$ cat config.mk
export PLATFORM = sky130hd
export DESIGN_NAME = fft_stage_scheduler
export DESIGN_NICKNAME = d
export VERILOG_FILES = /design/src/rtl/fft_stage_scheduler.sv
export SDC_FILE = /design/constraint.sdc
export NUM_CORES = 1
export LEC_CHECK = 0
export BUFFER_PORTS_ARGS = -buffer_cell sky130_fd_sc_hd__buf_2
export CORE_MARGIN = 4
export CORE_UTILIZATION = 35
export DETAILED_ROUTE_END_ITERATION = 10
export SYNTH_ARGS = -nofsm -noshare
export SYNTH_HDL_FRONTEND = slang
export SYNTH_SLANG_ARGS = --single-unit
$ cat constraint.sdc
create_clock -name clk -period 2.56 [get_ports clk]
set_input_delay 0.384 -clock clk [delete_from_list [all_inputs] [get_ports clk]]
set_output_delay 0.384 -clock clk [all_outputs]
set_load 0.05 [all_outputs]
$ cat src/rtl/fft_stage_scheduler.sv
// fft_stage_scheduler: issues radix-2 DIT butterflies stage by stage (addresses, twiddle, precision) and delays them to matching write-backs
module fft_stage_scheduler #(
  parameter int N_LOG2 = 4,
  parameter int BF_LATENCY = 2
) (
  input  logic                  clk,
  input  logic                  rst,
  input  logic                  start,
  input  logic [2*N_LOG2-1:0]   prec_cfg,
  input  logic                  bf_ready,
  output logic                  busy,
  output logic                  done,
  output logic [N_LOG2-1:0]     stage,
  output logic                  rd_en,
  output logic [N_LOG2-1:0]     rd_addr_a,
  output logic [N_LOG2-1:0]     rd_addr_b,
  output logic [N_LOG2-2:0]     tw_idx,
  output logic                  mult_prec,
  output logic                  add_prec,
  output logic                  wr_en,
  output logic [N_LOG2-1:0]     wr_addr_a,
  output logic [N_LOG2-1:0]     wr_addr_b
);
  localparam int CW = $clog2(BF_LATENCY + 1);
  localparam logic [N_LOG2-1:0] LAST = N_LOG2'(N_LOG2 - 1);
  typedef enum logic [1:0] {IDLE, ISSUE, DRAIN, DONE} state_t;
  state_t state;
  logic [N_LOG2-2:0] k, mask, pos, tw;
  logic [N_LOG2-1:0] half, addr_a;
  logic [1:0] pp;
  logic [CW-1:0] cnt;
  logic [2*N_LOG2-1:0] cfg_q;
  logic [2*N_LOG2:0] dly [BF_LATENCY];
  always_comb begin
    mask = {(N_LOG2-1){1'b1}} >> (LAST - stage);
    pos = k & mask;
    tw = pos << (LAST - stage);
    half = N_LOG2'(1) << stage;
    addr_a = {k & ~mask, 1'b0} | {1'b0, pos};
    pp = 2'(cfg_q >> {stage, 1'b0});
  end
  assign {wr_en, wr_addr_a, wr_addr_b} = dly[BF_LATENCY-1];
  always_ff @(posedge clk) begin
    if (rst) begin
      state <= IDLE;
      stage <= '0;
      k <= '0;
      cnt <= '0;
      cfg_q <= '0;
      busy <= 1'b0;
      done <= 1'b0;
      rd_en <= 1'b0;
      rd_addr_a <= '0;
      rd_addr_b <= '0;
      tw_idx <= '0;
      mult_prec <= 1'b0;
      add_prec <= 1'b0;
      for (int i = 0; i < BF_LATENCY; i++) dly[i] <= '0;
    end else begin
      busy <= state != IDLE;
      done <= state == DONE;
      rd_en <= state == ISSUE && bf_ready;
      rd_addr_a <= addr_a;
      rd_addr_b <= addr_a + half;
      tw_idx <= tw;
      mult_prec <= pp[1];
      add_prec <= pp[0];
      dly[0] <= {rd_en, rd_addr_a, rd_addr_b};
      for (int i = 1; i < BF_LATENCY; i++) dly[i] <= dly[i-1];
      case (state)
        IDLE: if (start) begin
          cfg_q <= prec_cfg;
          stage <= '0;
          k <= '0;
          state <= ISSUE;
        end
        ISSUE: if (bf_ready) begin
          k <= k + (N_LOG2-1)'(1);
          if (&k) begin
            state <= DRAIN;
            cnt <= CW'(BF_LATENCY);
          end
        end
        DRAIN: if (cnt == CW'(1)) begin
          state <= stage == LAST ? DONE : ISSUE;
          stage <= stage == LAST ? stage : stage + N_LOG2'(1);
          k <= '0;
        end else cnt <= cnt - CW'(1);
        DONE: state <= IDLE;
      endcase
    end
  end
endmodule

Yosys cells after proc, flatten, opt, wreduce, memory -nomap -nowiden
Memory sizes are Yosys's and may differ from the RTL's.
Cells that the tools add are included.
{ "totals": {"register_bits": 35, "latch_bits": 0, "ramBits": 18, "mem_bits_ro": 0, "inputBits": 12, "output_inout_bits": 29, "elab_cells": 73, "mem_count": 1} }
{ "mem_list": {"columns": ["memory", "words", "word_bits", "rd", "rd_clocked_by_memory_dff", "write_ports", "line", "rtl"], "rows": [
  ["dly", 2, 9, 2, 0, 2, "33", "logic [2*N_LOG2:0] dly [BF_LATENCY];"]
]} }
{ "op_classes": {"n_addsub": 5, "n_mul": 0, "div": 0, "magnitude_cmp": 0, "eq_ne": 11, "shifts": 4, "muxes": 21, "bitwise_logic": 6, "n_reduce_logical": 12} }
{ "op_table": {"columns": ["op", "n"], "rows": [
  ["9-bit two-way mux", 2],
  ["4-bit AND reduction", 4],
  ["2-bit two-way mux", 6],
  ["4-bit two-way mux", 3],
  ["2-bit inequality test (second input constant)", 5],
  ["3-bit two-way mux", 3],
  ["3-bit one-hot mux with 3 select lines", 1],
  ["2-bit one-hot mux with 4 select lines", 1],
  ["4-bit one-hot mux with 2 select lines", 1],
  ["8-bit by 5-bit right shift with 2-bit output", 1],
  ["3-bit bitwise AND", 2],
  ["2-bit nonzero test", 3],
  ["4-bit by 1-bit adder with 4-bit output (second input constant)", 1],
  ["4-bit adder", 1],
  ["2-bit by 1-bit == test with 1-bit output (second input constant)", 2],
  ["2-bit == test (second input constant)", 2],
  ["4-bit by 2-bit == test with 1-bit output (second input constant)", 1],
  ["4-bit by 3-bit bitwise OR with 4-bit output", 1],
  ["2-bit one-hot mux with 2 select lines", 1],
  ["1-bit by 4-bit left shift with 4-bit output (first input constant)", 1],
  ["3-bit by 4-bit left shift with 3-bit output", 1],
  ["3-bit by 4-bit right shift with 3-bit output (first input constant)", 1],
  ["2-bit by 4-bit subtractor with 4-bit output (first input constant)", 1],
  ["3-bit by 1-bit adder with 3-bit output (second input constant)", 1],
  ["other kinds (10)", 13]
]} }

Longest topological paths before layout
{ "depth": {"ltp_word": 6, "mapped_depth": 12, "mapped_depth_nobuf": 11} }

Worst setup path after synthesis
Ideal clock, no wire load.
{ "synth_path": {"kind": "reg-to-reg", "start": "reg stage[3]", "end": "reg rd_addr_b[3]", "setup_ns": 0.121, "arrival_time_ns": 2.985, "t_required_ns": 2.439, "path_slack_ns": -0.546, "path_stages_with_launch": 13, "path_buffers": 1, "period_less_slack_ns": 3.106, "cell_sequence": "dfxtp_1 -> clkbuf_1 -> inv_1 -> ha_1 -> nor2_1 -> o21ai_0 -> a32oi_1 -> inv_1 -> ha_1 -> a21o_1 -> a21oi_1 -> nor2_1 -> mux2_4"} }
{ "synth_between": {"elab_chain_cells": 6, "word_cells_on_any_way": 8, "classes_between": "add/sub: 2; shift: 2; bitwise: 4"} }
{ "synth_rtl": {"columns": ["item", "line", "rtl"], "rows": [
  ["start: declaration", "13", "output logic [N_LOG2-1:0] stage,"],
  ["start signal: assignment", "86", "stage <= stage == LAST ? stage : stage + N_LOG2'(1);"],
  ["2-bit by 4-bit subtractor with 4-bit output *", "35", "mask = {(N_LOG2-1){1'b1}} >> (LAST - stage);"],
  ["3-bit by 4-bit right shift with 3-bit output *", "35", null],
  ["3-bit inverter", "39", "addr_a = {k & ~mask, 1'b0} | {1'b0, pos};"],
  ["3-bit bitwise AND", "39", null],
  ["4-bit by 3-bit bitwise OR with 4-bit output *", "39", null],
  ["net addr_a[1]", "29", "logic [N_LOG2-1:0] half, addr_a;"],
  ["4-bit adder *", "64", "rd_addr_b <= addr_a + half;"],
  ["end signal: assignment", "64", null],
  ["end: declaration", "16", "output logic [N_LOG2-1:0] rd_addr_b,"]
]} }
The timed path passes the listed nets; every way through them passes the cells marked *.
A chain may end at the register's enable or synchronous reset.

Worst setup path in the final report
Same ends and word-level chain as after synthesis.

==> flow_metrics.tcl <==
set metrics [dict create \
    status "completed" \
    grt_start_max_net_pins 42 \
    final_area_um2 2520 \
    multi_input_area_um2 972 \
    power.share.clock_pct 36.1 \
    finalCriticalPeriod_ns 2.37 \
    path_max_fanout 9 \
    dr.first_iter.drc_count 30 \
    grt_pass1_vias 1459 \
    critPathCaptureType "flip-flop" \
    critPathTopFamily "compound AO/OA/AOI/OAI gates" \
    leakagePower_nw 1.11 \
    setup_viol 0 \
    critPathKind "reg2reg" \
    wl_met2_um 1760 \
    htree_levels 2 \
    worstPathCellList "inv_1 -> ha_2 -> nor2_4 -> o21ai_0 -> a32oi_1 -> inv_1 -> ha_1 -> a21o_1 -> a21oi_1 -> nor2_1 -> mux2_4" \
    numPortBuffers 40 \
    hold_viol_final 0 \
    layout_common_cells "dfxtp_1 (51), buf_2 (40), nor2_1 (28)" \
    highest_layer "met4" \
    post_drt_via_cell_ratio 4.67 \
    post-route-period-util_pct 92.5 \
    cp-start-kind "flip-flop" \
    synth_top_family_by_area "simple AND/OR/NAND/NOR gates" \
    synth-seq-cells 53 \
    core_area_um2 6030 \
    ir_drop_v 0.000265 \
    layout_commonest_cell "dfxtp_1" \
    nFillCells 633 \
    avgRoutedWirePerCell_um 12.4 \
    syn_nets 240 \
    synth_top_flop_cell "dfxtp_1" \
    die_x_um 87.5 \
    tns_ns 0 \
    clk_pin_slew_ns 0.09 \
    rows 28 \
    initial_core_util_pct 36.7 \
    synth_compound_area_share_pct 9.00 \
    gp_congestion 0.743 \
    postPlaceCellArea_um2 2420 \
    synth-simple-area-share_pct 19.5 \
    cts_root_buf "clkbuf_8" \
    insertedDiodeCount 0 \
    whs_ns 0.310 \
    ys_types 43 \
    wl_met3_um 228 \
    drc 0 \
    setup_ws_ns 0.193 \
    slew_violations 0 \
    synthAdderAreaFrac_pct 5.44 \
    p_int_w 0.00116 \
    synth_edf_count 0 \
    critPathRequiredTime_ns 2.76 \
    max_freq_ghz 0.422 \
    grt_overflow_total 0 \
    ys_async_sr_fraction_pct 0 \
    rsz0062_at_grt "false" \
    ios 41 \
    grt_pass1_wl_um 6660 \
    layout-drive-gt1-share_pct 27.7 \
    synthCells 219 \
    clk_latency_ns 0.30 \
    crit_buf_inv 2 \
    area_growth_pct 14.1 \
    critical-path-max-stage-delay_ns 0.41 \
    hold_buffers 0 \
    cts_buffers 5 \
    track_usage_pct 11.4 \
    postCtsResizedCells 0 \
    antenna_found_initial 0 \
    yosys.area_share.xor_xnor_pct 0.396 \
    clock_sinks 53 \
    ys_warn_count 0 \
    dp_hpwl_um 2850 \
    m1WireLength_um 1940 \
    power.share.switching_pct 22.2 \
    worstMarginPinSlew_ns 0.716 \
    drt_wl_total_um 4020 \
    layout.nets 270 \
    powerDensity_nw_per_um2 594 \
    dp_slack_ns 0.206 \
    die-area_um2 7650 \
    crit_top_cell "inv_1" \
    skew_ns 0.00764 \
    slowest_stage "dfxtp_4" \
    syn_area_um2 2210 \
    ant_nets 0 \
    p_seq_share_pct 56.9 \
    cts_tree "yes" \
    power_frac_comb_pct 7.0 \
    cts_setup_buffers 0 \
    syn_avg_cell_area_um2 10.1 \
    seqCellArea_um2 1070 \
    clockBufferDepth 2 \
    holdCritPathClass "in2reg" \
    arrival_ns 2.57 \
    die_y_um 87.5 \
    dr.pass1.iters 4 \
    vias 1512 \
    synth_seq_area_share_pct 48.0 \
    slew_headroom_pct 52.3 \
    synth_mux_area_share_pct 9.17 \
    cap_violations 0 \
    p_sw_w 0.000332 \
]
==> synthesized netlist by cell type (2+ instances only) <==
master	instances	area share, %
clkbuf_1	7	1.2
buf_6	2	1.0
nor4b_1	3	1.2
nor2_1	29	4.9
dfxtp_1	53	48
a21oi_1	8	1.8
or3_1	2	0.57
inv_1	10	1.7
mux2i_1	12	5.4
nand2_1	10	1.7
nor2b_1	21	5.9
ha_1	8	4.5
a22oi_1	2	0.68
buf_2	2	0.45
nor3b_1	2	0.68
o21ai_0	4	0.91
buf_4	12	4.1
and3b_1	3	1.2
mux2_2	2	1.0
mux4_2	2	2.0
nor3_1	3	0.68
==> worst reg2reg max path, cell delays in order (launching register included) <==
cell	delay (ns)
dfxtp_4	0.41
inv_1	0.07
ha_2	0.32
nor2_4	0.15
o21ai_0	0.10
a32oi_1	0.21
inv_1	0.07
ha_1	0.27
a21o_1	0.18
a21oi_1	0.17
nor2_1	0.05
mux2_4	0.27
==> through the flow <==
| step | instances | utilization [%] | total power (W) |
|---|---|---|---|
| floorplan | 219 | - | 0.000951 |
| finish | 324 | 41.8 | 0.00150 |
| detailed placement | 317 | 40.1 | 0.000978 |
| CTS | 324 | 41.8 | 0.00154 |
| global route | 324 | 41.8 | 0.00157 |
| global placement | 317 | 40.1 | 0.000976 |
==> layout make-up <==
class                   count  area share [%]
flip-flops and latches     53            42.4
multi-input cells         133            38.6
repair buffers             46            9.73
well taps                  75            3.72
clock buffers               5            2.73
inverters                  10            1.49
clock inverters             2            1.39
==> routing by layer <==
layer | vias up | global-route usage (%)
met1 | 690 | 14.4
met5 | - | 0
met4 | 0 | 5.86
li1 | 782 | -
met2 | 33 | 17.6
met3 | 7 | 3.22
==> final timing paths <==
path                from      endpoint  slack [ns]  cells after the start
max             stage[3]  rd_addr_b[3]        0.19                     11
min          prec_cfg[6]      cfg_q[6]        0.31                      3
max reg2reg     stage[3]  rd_addr_b[3]        0.19                     11
min reg2reg    dly[0][0]     dly[0][9]        0.44                      1
==> power groups by stage <==
stage	Combinational (W)	Clock, W	Sequential (W)
finish	0.000105	0.000540	0.000851
global route	0.000117	0.000601	0.000854
CTS	0.000107	0.000577	0.000852
detailed placement	0.000107	0	0.000871
global placement	0.000105	0	0.000871
floorplan	0.0000673	0	0.000884
==> registers in the layout (all words and copies together), names as in the netlist, 2 cells and up <==
register   flops
cfg_q          8
cnt            2
dly           18
k              3
rd_addr_a      4
rd_addr_b      4
stage          4
state          2
tw_idx         3
==> logic make-up (layout without fill, tap and decap cells) <==
kind of cell	Yosys count	count (layout)
buf+inv	33	63
mux	17	17
fa+ha+maj	9	9
compound gates	26	26
xor+xnor	1	1
simple gates	80	80
flops	53	53
(Power assumes the default switching activity.)
